==> src/rtl/man_pkg.sv <==
// Shared state codes, output bundle and the pure next-state / output-decode functions.
// MAN_TURN_IN_PLACE_EN: when defined, turning is also allowed in START.
package man_pkg;

   localparam logic [1:0] ST_OFF   = 2'b00;
   localparam logic [1:0] ST_IDLE  = 2'b01;
   localparam logic [1:0] ST_START = 2'b10;
   localparam logic [1:0] ST_MOVE  = 2'b11;

   typedef struct packed {
      logic power_break;
      logic move_forward;
      logic move_backward;
      logic turn_left;
      logic turn_right;
   } man_out_t;

   // Brake is tested first in every live state so it dominates all other pedals.
   function automatic logic [1:0] next_state(input logic [1:0] cur,
                                             input logic brake,
                                             input logic clutch,
                                             input logic throttle,
                                             input logic gear_err);
      logic [1:0] nxt;
      nxt = cur;
      case (cur)
         ST_OFF:   nxt = ST_OFF;
         ST_IDLE: begin
            if (brake)                  nxt = ST_IDLE;
            else if (throttle & clutch) nxt = ST_START;
            else if (throttle)          nxt = ST_OFF;
            else                        nxt = ST_IDLE;
         end
         ST_START: begin
            if (brake)                  nxt = ST_IDLE;
            else if (throttle & ~clutch) nxt = ST_MOVE;
            else                        nxt = ST_START;
         end
         default: begin
            if (brake)                  nxt = ST_IDLE;
            else if (gear_err)          nxt = ST_OFF;
            else if (clutch | ~throttle) nxt = ST_START;
            else                        nxt = ST_MOVE;
         end
      endcase
      return nxt;
   endfunction

   function automatic man_out_t decode_out(input logic [1:0] nxt,
                                           input logic reverse,
                                           input logic left,
                                           input logic right);
      man_out_t o;
      logic     turn_ok;
`ifdef MAN_TURN_IN_PLACE_EN
      turn_ok = (nxt == ST_MOVE) | (nxt == ST_START);
`else
      turn_ok = (nxt == ST_MOVE);
`endif
      o.power_break   = (nxt == ST_OFF);
      o.move_forward  = (nxt == ST_MOVE) & ~reverse;
      o.move_backward = (nxt == ST_MOVE) & reverse;
      o.turn_left     = left & ~right & turn_ok;
      o.turn_right    = right & ~left & turn_ok;
      return o;
   endfunction

endpackage

==> src/rtl/man_if.sv <==
// Driver controls, current state and registered commands of the manual-driving block.
interface man_if;

   logic [1:0] state_cur;
   logic       enable;
   logic       reverse;
   logic       brake;
   logic       clutch;
   logic       throttle;
   logic       left;
   logic       right;
   logic       power_break;
   logic       move_forward;
   logic       move_backward;
   logic       turn_left;
   logic       turn_right;
   logic [1:0] state_next;

   modport master (
      output state_cur, enable, reverse, brake, clutch, throttle, left, right,
      input  power_break, move_forward, move_backward, turn_left, turn_right, state_next
   );

   modport slave (
      input  state_cur, enable, reverse, brake, clutch, throttle, left, right,
      output power_break, move_forward, move_backward, turn_left, turn_right, state_next
   );

endinterface

==> src/rtl/man_next_state.sv <==
// Combinational next driving state and command decode, including the gear-mismatch check.
module man_next_state
   import man_pkg::*;
(
   input  logic [1:0] state_cur,
   input  logic       reverse,
   input  logic       brake,
   input  logic       clutch,
   input  logic       throttle,
   input  logic       left,
   input  logic       right,
   input  logic       gear_q,
   output logic [1:0] nxt,
   output man_out_t   outs
);

   logic gear_err;

   // Shifting direction while moving without the clutch stalls the engine.
   assign gear_err = (state_cur == ST_MOVE) & ~clutch & (reverse != gear_q);
   assign nxt      = next_state(state_cur, brake, clutch, throttle, gear_err);
   assign outs     = decode_out(nxt, reverse, left, right);

endmodule

==> src/rtl/man.sv <==
// Manual-driving controller: registers next state, motion/turn commands and the latched gear.
// Optional feature macro: MAN_TURN_IN_PLACE_EN (handled in man_pkg::decode_out).
module man
   import man_pkg::*;
(
   input  logic clk,
   input  logic rst,
   man_if.slave bus
);

   logic [1:0] nxt;
   man_out_t   outs;
   logic [1:0] state_q;
   man_out_t   outs_q;
   logic       gear_q;

   man_next_state u_next (
      .state_cur (bus.state_cur),
      .reverse   (bus.reverse),
      .brake     (bus.brake),
      .clutch    (bus.clutch),
      .throttle  (bus.throttle),
      .left      (bus.left),
      .right     (bus.right),
      .gear_q    (gear_q),
      .nxt       (nxt),
      .outs      (outs)
   );

   always_ff @(posedge clk) begin
      if (rst) begin
         state_q <= ST_OFF;
         outs_q  <= '0;
         gear_q  <= 1'b0;
      end else if (!bus.enable) begin
         state_q <= bus.state_cur;
         outs_q  <= '0;
      end else begin
         state_q <= nxt;
         outs_q  <= outs;
         // Gear only follows the lever when it can legally change.
         if (bus.clutch || (bus.state_cur != ST_MOVE))
            gear_q <= bus.reverse;
      end
   end

   assign bus.state_next    = state_q;
   assign bus.power_break   = outs_q.power_break;
   assign bus.move_forward  = outs_q.move_forward;
   assign bus.move_backward = outs_q.move_backward;
   assign bus.turn_left     = outs_q.turn_left;
   assign bus.turn_right    = outs_q.turn_right;

endmodule

==> src/flat_wrapper.sv <==
// flat-port wrapper written by rule: the top's interface ports become plain ports
module man_flat import man_pkg::*;
  (clk, rst, bus_state_cur, bus_enable, bus_reverse, bus_brake, bus_clutch, bus_throttle, bus_left, bus_right, bus_power_break, bus_move_forward, bus_move_backward, bus_turn_left, bus_turn_right, bus_state_next);
  man_if bus_i ();
  input  logic clk;
  input  logic rst;
  input wire logic [$bits(bus_i.state_cur)-1:0] bus_state_cur;
  input wire logic [$bits(bus_i.enable)-1:0] bus_enable;
  input wire logic [$bits(bus_i.reverse)-1:0] bus_reverse;
  input wire logic [$bits(bus_i.brake)-1:0] bus_brake;
  input wire logic [$bits(bus_i.clutch)-1:0] bus_clutch;
  input wire logic [$bits(bus_i.throttle)-1:0] bus_throttle;
  input wire logic [$bits(bus_i.left)-1:0] bus_left;
  input wire logic [$bits(bus_i.right)-1:0] bus_right;
  output wire logic [$bits(bus_i.power_break)-1:0] bus_power_break;
  output wire logic [$bits(bus_i.move_forward)-1:0] bus_move_forward;
  output wire logic [$bits(bus_i.move_backward)-1:0] bus_move_backward;
  output wire logic [$bits(bus_i.turn_left)-1:0] bus_turn_left;
  output wire logic [$bits(bus_i.turn_right)-1:0] bus_turn_right;
  output wire logic [$bits(bus_i.state_next)-1:0] bus_state_next;
  assign bus_i.state_cur = bus_state_cur;
  assign bus_i.enable = bus_enable;
  assign bus_i.reverse = bus_reverse;
  assign bus_i.brake = bus_brake;
  assign bus_i.clutch = bus_clutch;
  assign bus_i.throttle = bus_throttle;
  assign bus_i.left = bus_left;
  assign bus_i.right = bus_right;
  assign bus_power_break = bus_i.power_break;
  assign bus_move_forward = bus_i.move_forward;
  assign bus_move_backward = bus_i.move_backward;
  assign bus_turn_left = bus_i.turn_left;
  assign bus_turn_right = bus_i.turn_right;
  assign bus_state_next = bus_i.state_next;
  man u_core (.clk(clk), .rst(rst), .bus(bus_i));
endmodule
==> config.mk <==
export PLATFORM = sky130hd
export DESIGN_NAME = man_flat
export DESIGN_NICKNAME = d
export VERILOG_FILES = /design/src/rtl/man_pkg.sv /design/src/rtl/man_if.sv /design/src/rtl/man_next_state.sv /design/src/rtl/man.sv /design/src/flat_wrapper.sv
export SDC_FILE = /design/constraint.sdc
export NUM_CORES = 1
export LEC_CHECK = 0
export CORE_AREA = 2 2 39 41
export CTS_CLUSTER_SIZE = 40
export DETAILED_ROUTE_END_ITERATION = 16
export DIE_AREA = 0 0 41 43
export PLACE_DENSITY = 0.61
export SETUP_SLACK_MARGIN = 0.05
export SYNTH_ARGS = -nofsm -noshare
export SYNTH_HDL_FRONTEND = slang
export SYNTH_SLANG_ARGS = --single-unit
==> constraint.sdc <==
create_clock -name clk -period 1.46 [get_ports clk]
set_input_delay 0.146 -clock clk [delete_from_list [all_inputs] [get_ports clk]]
set_output_delay 0.146 -clock clk [all_outputs]
set_load 0.02 [all_outputs]
======== Word-level counts from Yosys, hierarchy flattened ========
Index checks and enable logic that the tools add are counted.
cells by class
  muxes and demuxes ....................... 10
  reductions and logical operators ........ 5
  bitwise operators ....................... 17
  equality and inequality tests ........... 6
operators with widths
  kind                                                             number
  2-bit two-way mux                                                6
  1-bit AND                                                        10
  2-bit == test, second input constant                             3
  1-bit NOT                                                        6
  2-bit one-hot mux with 3 select lines                            1
  2-bit zero test                                                  2
  1-bit two-way mux                                                3
  2-bit by 1-bit == test with 1-bit output, second input constant  1
  2-bit != test, second input constant                             1
  2-bit AND reduction                                              1
  2-bit OR reduction                                               1
  1-bit logical OR                                                 1
  1-bit != test                                                    1
  1-bit OR                                                         1
storage, ports and cells
  register bits ........................... 8
  bits of input ports ..................... 11

======== Longest topological paths before layout ========
Gate-level depths: netlist (run 1).
  depth after elaboration ................. 8
  mapped depth ............................ 4

======== Modules after synthesis ========
From an unflattened synthesis (run 1), not the netlist that was laid out.
unflattened totals
  cell total of the unflattened synthesis .. 42
  area, all modules ....................... 387.9 um^2
by module, submodules not included
  module          area an instance (um^2)  times used  cells an instance  seq. area each (um^2)
  man             257.7                    1           22                 160.2
  man_next_state  130.1                    1           20                 0.0

======== Least setup slack after synthesis (run 1) ========
Ideal clock, no wire load.
  path type ............................... input to register
  start point ............................. input port bus_throttle
  end point ............................... register u_core.outs_q, in the netlist u_core.bus.turn_left
  required time ........................... 1387 ps
  data arrival time ....................... 922 ps
  setup time .............................. 73 ps
  stages on the path ...................... 4
  path slack .............................. 465 ps
  cell sequence ........................... or3b_1 > nand2_1 > nand4_2 > nor3b_2
on the way
  longest elaborated chain between the ends .. 8
ends and longest elaborated chain
  item                                       RTL line            source
  start, declared                            flat_wrapper.sv:12  input wire logic [$bits(bus_i.throttle)-1:0] bus_throttle;
  1-bit NOT                                  man_pkg.sv:42       else if (clutch | ~throttle) nxt = ST_START;
  1-bit OR                                   man_pkg.sv:42
  1-bit two-way mux                          man_pkg.sv:42
  2-bit two-way mux                          man_pkg.sv:41       else if (gear_err) nxt = ST_OFF;
  2-bit two-way mux                          man_pkg.sv:40       if (brake) nxt = ST_IDLE;
  2-bit one-hot mux with 3 select lines (*)  man_pkg.sv:26       case (cur)
  2-bit == test (*)                          man_pkg.sv:58       turn_ok = (nxt == ST_MOVE);
  1-bit AND (*)                              man_pkg.sv:63       o.turn_left = left & ~right & turn_ok;
  end signal, assigned                       man.sv:40           outs_q <= outs;
  end, declared                              man.sv:14           man_out_t outs_q;
Mark *: on every way between the ends. The rest lies on a longest branch, timed or not.
A chain may end at the register's enable or synchronous reset.

======== Worst setup path in the final report (run 1) ========
  start point ............................. register u_core.outs_q, in the netlist u_core.bus.move_backward
  end point ............................... output port bus_move_backward
RTL lines
  item           RTL line            source
  end, declared  flat_wrapper.sv:17  output wire logic [$bits(bus_i.move_backward)-1:0] bus_move_backward;
No word-level cell between the ends.

==> flow_summary.toml, run 1 <==
[run]
maxCapViolCount = 0

[timing]
maxSlewViolCount = 0
post-route-period-util = 0.885
tns_ns = 0
fin_skew_ns = 0.00562
period_needed_ns = 1.29
tightest_slew_ns = 0.269
final-setup-viol-count = 0
setup_slack_ns = 0.167
whs_ns = 0.474
finalHoldViolCount = 0
slew_headroom = 0.820
fmax_mhz = 774
rsz0062_at_grt = "false"

[critical_path]
end_kind = "output pin"
cp.buffers_inverters = 1
worstPathRequired_ns = 1.31
cp-start-kind = "register"
max_stage_delay_ns = 0.59
crit_family = "buffers and inverters"
cpMaxStageDelayCell = "clkdlybuf4s50_1"
path_class = "reg -> out"
worst_ep_arrival_time_ns = 1.15
crit_chain = "clkdlybuf4s50_1"
cp_max_fo = 1

[hold_path]
holdCritPathClass = "reg -> reg"

[grt]
grt_usage = 0.0985
grt_overflow = 0
grt_pass1_vias = 302
grt_pass1_wl_mm = 1.10
antenna_found_initial = 0
grt_max_degree = 6

[yosys]
synth_nets = 51
synthTopCellsByArea = "dfxtp_1 (44%), nor3b_2 (6.8%), xor2_1 (4.8%)"
async_flop_share = 0
syn-mean-instance-area_um2 = 9.20
synth-seq-cells = 8
syn_area_um2 = 368
yosys.area.top_type = "dfxtp_1"
synth_edf_count = 0
synth_cell_type_count = 19
synth_cells = 40
synthFlopType = "dfxtp_1"
yosys_warnings = 0
yosys.area.top_type_share = 0.435
yosysSeqAreaShare = 0.435

[final_layout]
drive_gt1_frac = 0.197
design_area_um2 = 626
synthToLayoutAreaGrowth_pct = 70.1
n_fill_cell = 148
diodes = 0
final_cells = 82
utilization = 0.452
finalNetCount = 79

[route]
drt-vias-per-instance = 4.45
top_layer_used = "met4"
routedWlPerCell_um = 9.49
routed-wl-met3_um = 79
drc = 0
drtIter0Drc = 5
finalWirelength_um = 778
dr_total_vias = 365
antenna_left = 0
wl_met2_um = 356
wl_met1_um = 329
drt_pass1_iterations = 6

[placement]
place_ws_ns = -0.0738
hpwl_um = 622
globalplace.congestion = 0.744
place_area_um2 = 603
port_buffers = 17
dp.cells = 79

[run_status]
status = "complete, no violations"

[cts]
cts_buffer_depth = 2
cts.clk_slew.worst_paths_ns = 0.05
cts_resized = 0
numCtsBuffers = 3
ctsHoldBuffers = 0
htreeDepth = 1
clock_latency_ns = 0.25
clkSinkCount = 8
cts_root_buffer = "clkbuf_4"
cts_setup_buffers = 0
cts_tree = "built"

[die]
coreArea_um2 = 1380
die_y_um = 43
rows = 14
num_io_pins = 18
dieArea_um2 = 1760
initial_utilization = 0.266
die_x_um = 41

[power_and_ir_drop]
vdd_drop_max_mv = 0.185
total_power_mw = 0.495
powerDensity_nw_per_um2 = 791
p_leak_nw = 0.262
layer usage:
layer | track usage | vias to the layer above
li1 | - | 197
met1 | 0.103 | 148
met2 | 0.131 | 18
met3 | 0.0157 | 2
met4 | 0.140 | 0
met5 | 0 | -
tightest hold or removal path, cell delays in order, from the launching register on:
cell and delay [ns]:
dfxtp_1 0.31, nand2_1 0.06, a21oi_1 0.05
layout by cell type (no fill, tap or decap):
| cell | instances |
|---|---|
| a311oi_1 | 1 |
| inv_1 | 1 |
| nand3b_1 | 2 |
| o22ai_1 | 1 |
| nor3b_2 | 2 |
| nand2_1 | 3 |
| nand4_2 | 1 |
| o211a_1 | 1 |
| nor2_1 | 4 |
| clkbuf_4 | 3 |
| nor2b_1 | 2 |
| a21oi_1 | 2 |
| dfxtp_1 | 8 |
| clkdlybuf4s50_1 | 17 |
| nand2b_1 | 2 |
| or3b_1 | 1 |
| and3_2 | 1 |
| a31oi_1 | 1 |
| nand3_1 | 2 |
| xor2_1 | 2 |
| o21ai_0 | 3 |
| buf_4 | 6 |
final timing paths:
kind              slack, ns              endpoint                startpoint  cells past startpoint
setup / recovery       0.17     bus_move_backward  u_core.bus.move_backward                      1
hold reg to reg        0.47         u_core.gear_q             u_core.gear_q                      2
setup reg to reg       0.37  u_core.bus.turn_left             u_core.gear_q                      4
hold / removal         0.47         u_core.gear_q             u_core.gear_q                      2
sequential cells by signal (all words and copies together) (netlist names):
register	flops
u_core.bus.turn_right	1
u_core.bus.turn_left	1
u_core.gear_q	1
u_core.bus.power_break	1
u_core.bus.move_backward	1
u_core.bus.state_next	2
u_core.bus.move_forward	1
cells in the mapped netlist (all sizes together), types with 2 or more instances:
library cell  n
a21oi         2
dfxtp         8
nand2         3
nand2b        2
nand3         2
nand3b        2
nor2          4
nor2b         2
nor3b         2
o21ai         3
xor2          2
kinds of logic after synthesis:
kind of cell,synth area share
flip-flops,0.435
buffers and inverters,0.0102
XOR/XNOR,0.0476
AND/OR/NAND/NOR,0.354
AO/OA/AOI/OAI,0.153
layout make-up:
cell class | count | area, µm² | area share
repair buffers | 23 | 215 | 0.344
clock buffers | 3 | 22.5 | 0.0360
well taps | 16 | 20.0 | 0.0320
multi-input cells | 31 | 204 | 0.326
inverters | 1 | 3.75 | 0.00600
flip-flops and latches | 8 | 160 | 0.256
report_power, final:
| group | total (mW) | switching (mW) | internal, mW |
|---|---|---|---|
| Clock | 0.161 | 0.0678 | 0.0936 |
| Sequential | 0.229 | 0.00224 | 0.226 |
| Combinational | 0.105 | 0.0440 | 0.0608 |
| Total | 0.495 | 0.114 | 0.381 |
No activity file was read; power rests on OpenSTA's default activity.
==> inputs of run 2 (changes only) <==
--- a/config.mk
+++ b/config.mk
@@ -5,10 +5,10 @@
 export SDC_FILE = /design/constraint.sdc
 export NUM_CORES = 1
 export LEC_CHECK = 0
-export CORE_AREA = 2 2 39 41
+export CORE_AREA = 4 4 41 43
 export CTS_CLUSTER_SIZE = 40
 export DETAILED_ROUTE_END_ITERATION = 16
-export DIE_AREA = 0 0 41 43
+export DIE_AREA = 0 0 45 47
 export PLACE_DENSITY = 0.61
 export SETUP_SLACK_MARGIN = 0.05
 export SYNTH_ARGS = -nofsm -noshare
==> constraint.sdc (replaced) <==
create_clock -name clk -period 1.4 [get_ports clk]
set_input_delay 0.14 -clock clk [delete_from_list [all_inputs] [get_ports clk]]
set_output_delay 0.14 -clock clk [all_outputs]
set_load 0.02 [all_outputs]
==> run 2 against run 1 <==
Critical path depth unchanged; sequential cell count unchanged; first-iteration DRC count down 60%; total power up 4.0%; utilization up 4.7 points; design area up 3.8%; highest routed layer unchanged.
==> flow_summary.toml, run 2 (synthesis gave the netlist of run 1 again) <==
[die]
dieArea_um2 = 2120
die_y_um = 47
num_io_pins = 18
initial_utilization = 0.283
coreArea_um2 = 1300
die_x_um = 45
rows = 13

[route]
drt_pass1_iterations = 3
dr_total_vias = 373
routedWlPerCell_um = 9.67
finalWirelength_um = 812
drtIter0Drc = 2
drc = 0
drt-vias-per-instance = 4.44
antenna_left = 0

[critical_path]
cp-start-kind = "register"
worst_ep_arrival_time_ns = 1.14
r2r-end = "u_core.bus.turn_left"
cpMaxStageDelayCell = "clkdlybuf4s50_1"
worstRegToRegCells = 4
path_class = "reg -> out"
cp_max_fo = 1
max_stage_delay_ns = 0.59
worstPathRequired_ns = 1.26
end_kind = "output pin"
crit_family = "buffers and inverters"
startpoint = "u_core.bus.turn_right"
cp.buffers_inverters = 1
crit_chain = "clkdlybuf4s50_1"
r2r-start = "u_core.gear_q"
worst-r2r-setup-slack_ns = 0.34

[timing]
tightest_slew_ns = 0.221
slew_headroom = 0.852
rsz0062_at_grt = "false"
maxSlewViolCount = 0
post-route-period-util = 0.916
fmax_mhz = 780
finalHoldViolCount = 0
final-setup-viol-count = 0
setup_slack_ns = 0.118
period_needed_ns = 1.28
fin_skew_ns = 0.00403

[grt]
grt_usage = 0.0934
grt_pass1_wl_mm = 1.41
grt_pass1_vias = 378
grt_max_degree = 6
grt_overflow = 0
antenna_found_initial = 0

[placement]
place_ws_ns = -0.126
place_area_um2 = 624
port_buffers = 17
globalplace.congestion = 0.782
hpwl_um = 740
dp.cells = 81

[final_layout]
drive_gt1_frac = 0.246
n_fill_cell = 149
regArea_um2 = 160
multi_input_area_um2 = 206
design_area_um2 = 649
synthToLayoutAreaGrowth_pct = 76.5
final_cells = 84
final_common_cell = "clkdlybuf4s50_1"
finalNetCount = 82
largest_reg_flops = 2
diodes = 0
layout_common_cells = "clkdlybuf4s50_1 (17), buf_4 (9), dfxtp_1 (8)"

[power_and_ir_drop]
p_switching_mw = 0.112
p_int_mw = 0.402
sw_frac_of_total = 0.218
clock_power_share = 0.310
p_seq_frac = 0.464
power_frac_comb = 0.226
vdd_drop_max_mv = 0.234
total_power_mw = 0.515
powerDensity_nw_per_um2 = 792
p_leak_nw = 0.277

[hold_path]
holdPathStages = 2
worstHoldStart = "u_core.gear_q"
holdCritPathClass = "reg -> reg"
holdPathEnd = "u_core.gear_q"

[run]
maxCapViolCount = 0

[cts]
htreeDepth = 1
ctsHoldBuffers = 0
clock_latency_ns = 0.24
cts_buffer_depth = 2
cts_tree = "built"
clkSinkCount = 8
cts_root_buffer = "clkbuf_4"
cts.clk_slew.worst_paths_ns = 0.05
numCtsBuffers = 3

[run_status]
status = "complete, no violations"
run 2: timing repair:
item | 4_1_cts | 5_1_grt
buffers inserted | 0 | 0
setup endpoints to repair | 0 | 1
resized for setup | 0 | 1
run 2: how the worst max path moves through the flow:
stage / endpoint / depth (start not counted)
after global routing: bus_move_forward / 1
final: bus_turn_right / 1
after detailed placement: u_core.bus.turn_right / 5
after global placement: u_core.bus.turn_left / 5
after CTS: bus_turn_right / 1
after floorplan: u_core.bus.turn_left / 4
run 2: worst reg2reg max path: cells and delay by family, from the launching register on:
family                    cells  cell delay [ns]
and+or+nand+nor               3             0.52
DFF                           1             0.31
xor gates and xnor gates      1             0.16
run 2: power by group through the flow:
| stage | registers [mW] | clock network [mW] | logic (mW) |
|---|---|---|---|
| floorplan | 0.251 | 0 | 0.0315 |
| global placement | 0.243 | 0 | 0.116 |
| detailed placement | 0.243 | 0 | 0.117 |
| CTS | 0.239 | 0.169 | 0.117 |
| global route | 0.239 | 0.183 | 0.128 |
| finish | 0.239 | 0.160 | 0.116 |
run 2: final cells by class:
class / count / share of cell area
repair buffers: 26 / 0.366
multi-input cells: 31 / 0.318
well taps: 15 / 0.0289
flip-flops and latches: 8 / 0.247
inverters: 1 / 0.00578
clock buffers: 3 / 0.0347
run 2: stage by stage:
stage	TNS [ns]	utilization	hold slack, ns
2_1_floorplan	0	-	0.209
3_3_place_gp	-0.282	0.480	0.452
3_5_place_dp	-0.459	0.480	0.466
4_1_cts	0	0.497	0.473
5_1_grt	0	0.499	0.491
6_report	0	0.499	0.467
run 2: per-layer routing:
| metal | vias up | routed length (µm) | track usage |
|---|---|---|---|
| li1 | 206 | - | - |
| met1 | 149 | 307 | 0.0959 |
| met2 | 16 | 404 | 0.172 |
| met3 | 2 | 90 | 0.0230 |
| met4 | 0 | 9 | 0.0526 |
| met5 | - | 0 | 0 |
==> inputs of run 3 (changes only) <==
--- a/config.mk
+++ b/config.mk
@@ -5,11 +5,11 @@
 export SDC_FILE = /design/constraint.sdc
 export NUM_CORES = 1
 export LEC_CHECK = 0
-export CORE_AREA = 4 4 41 43
+export CORE_AREA = 2 2 39 41
 export CTS_CLUSTER_SIZE = 40
 export DETAILED_ROUTE_END_ITERATION = 16
-export DIE_AREA = 0 0 45 47
-export PLACE_DENSITY = 0.61
+export DIE_AREA = 0 0 41 43
+export PLACE_DENSITY = 0.64
 export SETUP_SLACK_MARGIN = 0.05
 export SYNTH_ARGS = -nofsm -noshare
 export SYNTH_HDL_FRONTEND = slang
==> constraint.sdc (replaced) <==
create_clock -name clk -period 1.08 [get_ports clk]
set_input_delay 0.108 -clock clk [delete_from_list [all_inputs] [get_ports clk]]
set_output_delay 0.108 -clock clk [all_outputs]
set_load 0.02 [all_outputs]
==> run 3 against run 2 <==
Via count up 5.4%; utilization grew 0.82 points; sequential cell count stayed put; combinational power increased by 43%; non-clock buffer count grew 1; sequential share of layout area down 1.7 points; first-iteration DRC count shrank 100%; critical path depth is 3 higher; critical path type is now reg -> reg; routed wire length is 3.4% higher; setup slack lost 0.054 ns; design area is 8.1% higher.
==> flow_summary.toml, run 3 (synthesis gave the netlist of run 1 again) <==
[cts]
cts_tree = "built"
numCtsBuffers = 3
cts.clk_slew.worst_paths_ns = 0.05
cts_buffer_depth = 2
clkSinkCount = 8
clock_latency_ns = 0.24
htreeDepth = 1
cts_root_buffer = "clkbuf_4"
cts_setup_buffers = 0

[placement]
hpwl_um = 679
globalplace.congestion = 0.755
port_buffers = 17
place_ws_ns = -0.417
place_area_um2 = 633

[power_and_ir_drop]
p_leak_nw = 0.327
powerDensity_nw_per_um2 = 985
vdd_drop_max_mv = 0.306

[final_layout]
drive_gt1_frac = 0.400
layout_common_cells = "buf_4 (10), dlygate4sd2_1 (9), dfxtp_1 (7)"
largest_reg_flops = 2
diodes = 0
synthToLayoutAreaGrowth_pct = 90.8
finalNetCount = 83
final_common_cell = "buf_4"
regArea_um2 = 161
n_fill_cell = 145
utilization = 0.507
multi_input_area_um2 = 260
design_area_um2 = 702

[critical_path]
r2r-end = "u_core.bus.power_break"
worstPathRequired_ns = 1.27
worstRegToRegCells = 4
setup.worst_path.end = "u_core.bus.power_break"
worst-r2r-setup-slack_ns = 0.06
worst_ep_arrival_time_ns = 1.21
cp-start-kind = "register"
r2r-start = "u_core.gear_q"
startpoint = "u_core.gear_q"
end_kind = "register"
path_class = "reg -> reg"
cp_max_fo = 4

[timing]
fin_skew_ns = 0.00289
slew_headroom = 0.864
fmax_mhz = 985
tns_ns = 0
setup_slack_ns = 0.0645
maxSlewViolCount = 0
rsz0062_at_grt = "true"
tightest_slew_ns = 0.203
finalHoldViolCount = 0
final-setup-viol-count = 0
post-route-period-util = 0.940
period_needed_ns = 1.02

[die]
num_io_pins = 18
coreArea_um2 = 1380
die_x_um = 41
die_y_um = 43
initial_utilization = 0.266
dieArea_um2 = 1760
rows = 14

[route]
dr_total_vias = 393
drt_pass1_iterations = 1
routedWlPerCell_um = 9.77
drc = 0
drt-vias-per-instance = 4.57
drtIter0Drc = 0
antenna_left = 0
finalWirelength_um = 840

[hold_path]
holdCritPathClass = "in -> reg"

[grt]
grt_pass1_wl_mm = 1.40
grt_max_degree = 6
grt_overflow = 0
grt_usage = 0.115
grt_pass1_vias = 365
antenna_found_initial = 0

[run]
maxCapViolCount = 0

[run_status]
status = "complete, no violations"
## run 3: cell types whose count changed in the layout (fill, tap and decap cells not counted), moves of 2 or more
cell and delta:
dlygate4sd2_1 +9, o21ai_0 -2, clkdlybuf4s15_1 +3, o21ai_2 +2, clkdlybuf4s50_1 -12
## run 3: per-layer routing
layer	GRT usage	wire [µm]	vias to the layer above
met5	0	0	-
met4	0.0600	16	0
met3	0.0157	68	2
met2	0.200	439	16
met1	0.123	316	170
li1	-	-	205
## run 3: worst min path at each step
| stage | start | cells past startpoint | to | slack, ns |
|---|---|---|---|---|
| after floorplan | rst | 1 | u_core.gear_q | 0.18 |
| after global placement | u_core.gear_q | 2 | u_core.gear_q | 0.45 |
| after detailed placement | u_core.gear_q | 2 | u_core.gear_q | 0.46 |
| after CTS | bus_reverse | 3 | u_core.bus.move_forward | 0.34 |
| after global routing | bus_reverse | 3 | u_core.bus.move_forward | 0.38 |
| final | bus_reverse | 3 | u_core.bus.move_forward | 0.36 |
## run 3: critical path: stages, from the launching register on
cell and delay, ns:
dfxtp_2 0.35, xor2_2 0.19, nand2b_4 0.10, o22ai_1 0.14
and3_2 0.18
## run 3: cell type report
cell class,instances,area share
multi-input combinational,31,0.371
timing repair buffer,27,0.333
sequential,8,0.230
clock buffer,3,0.0321
tap,16,0.0285
inverter,1,0.00535
## run 3: metrics by stage
step	cells	power, mW	hold slack [ns]
after detailed placement	83	0.468	0.463
after CTS	86	0.686	0.345
after global routing	86	0.739	0.379
after global placement	83	0.467	0.453
after floorplan	40	0.367	0.177
final	86	0.692	0.359
## run 3: power breakdown
| group | internal (mW) | total, mW | switching (mW) |
|---|---|---|---|
| logic | 0.0902 | 0.166 | 0.0759 |
| clock network | 0.126 | 0.215 | 0.0886 |
| registers | 0.307 | 0.311 | 0.00400 |
## run 3: what timing repair did
action	in CTS	in global routing
pin swaps	4	4
hold buffers	0	0
setup endpoints to repair	14	6
gates resized for setup	22	9
hold endpoints to repair	0	0
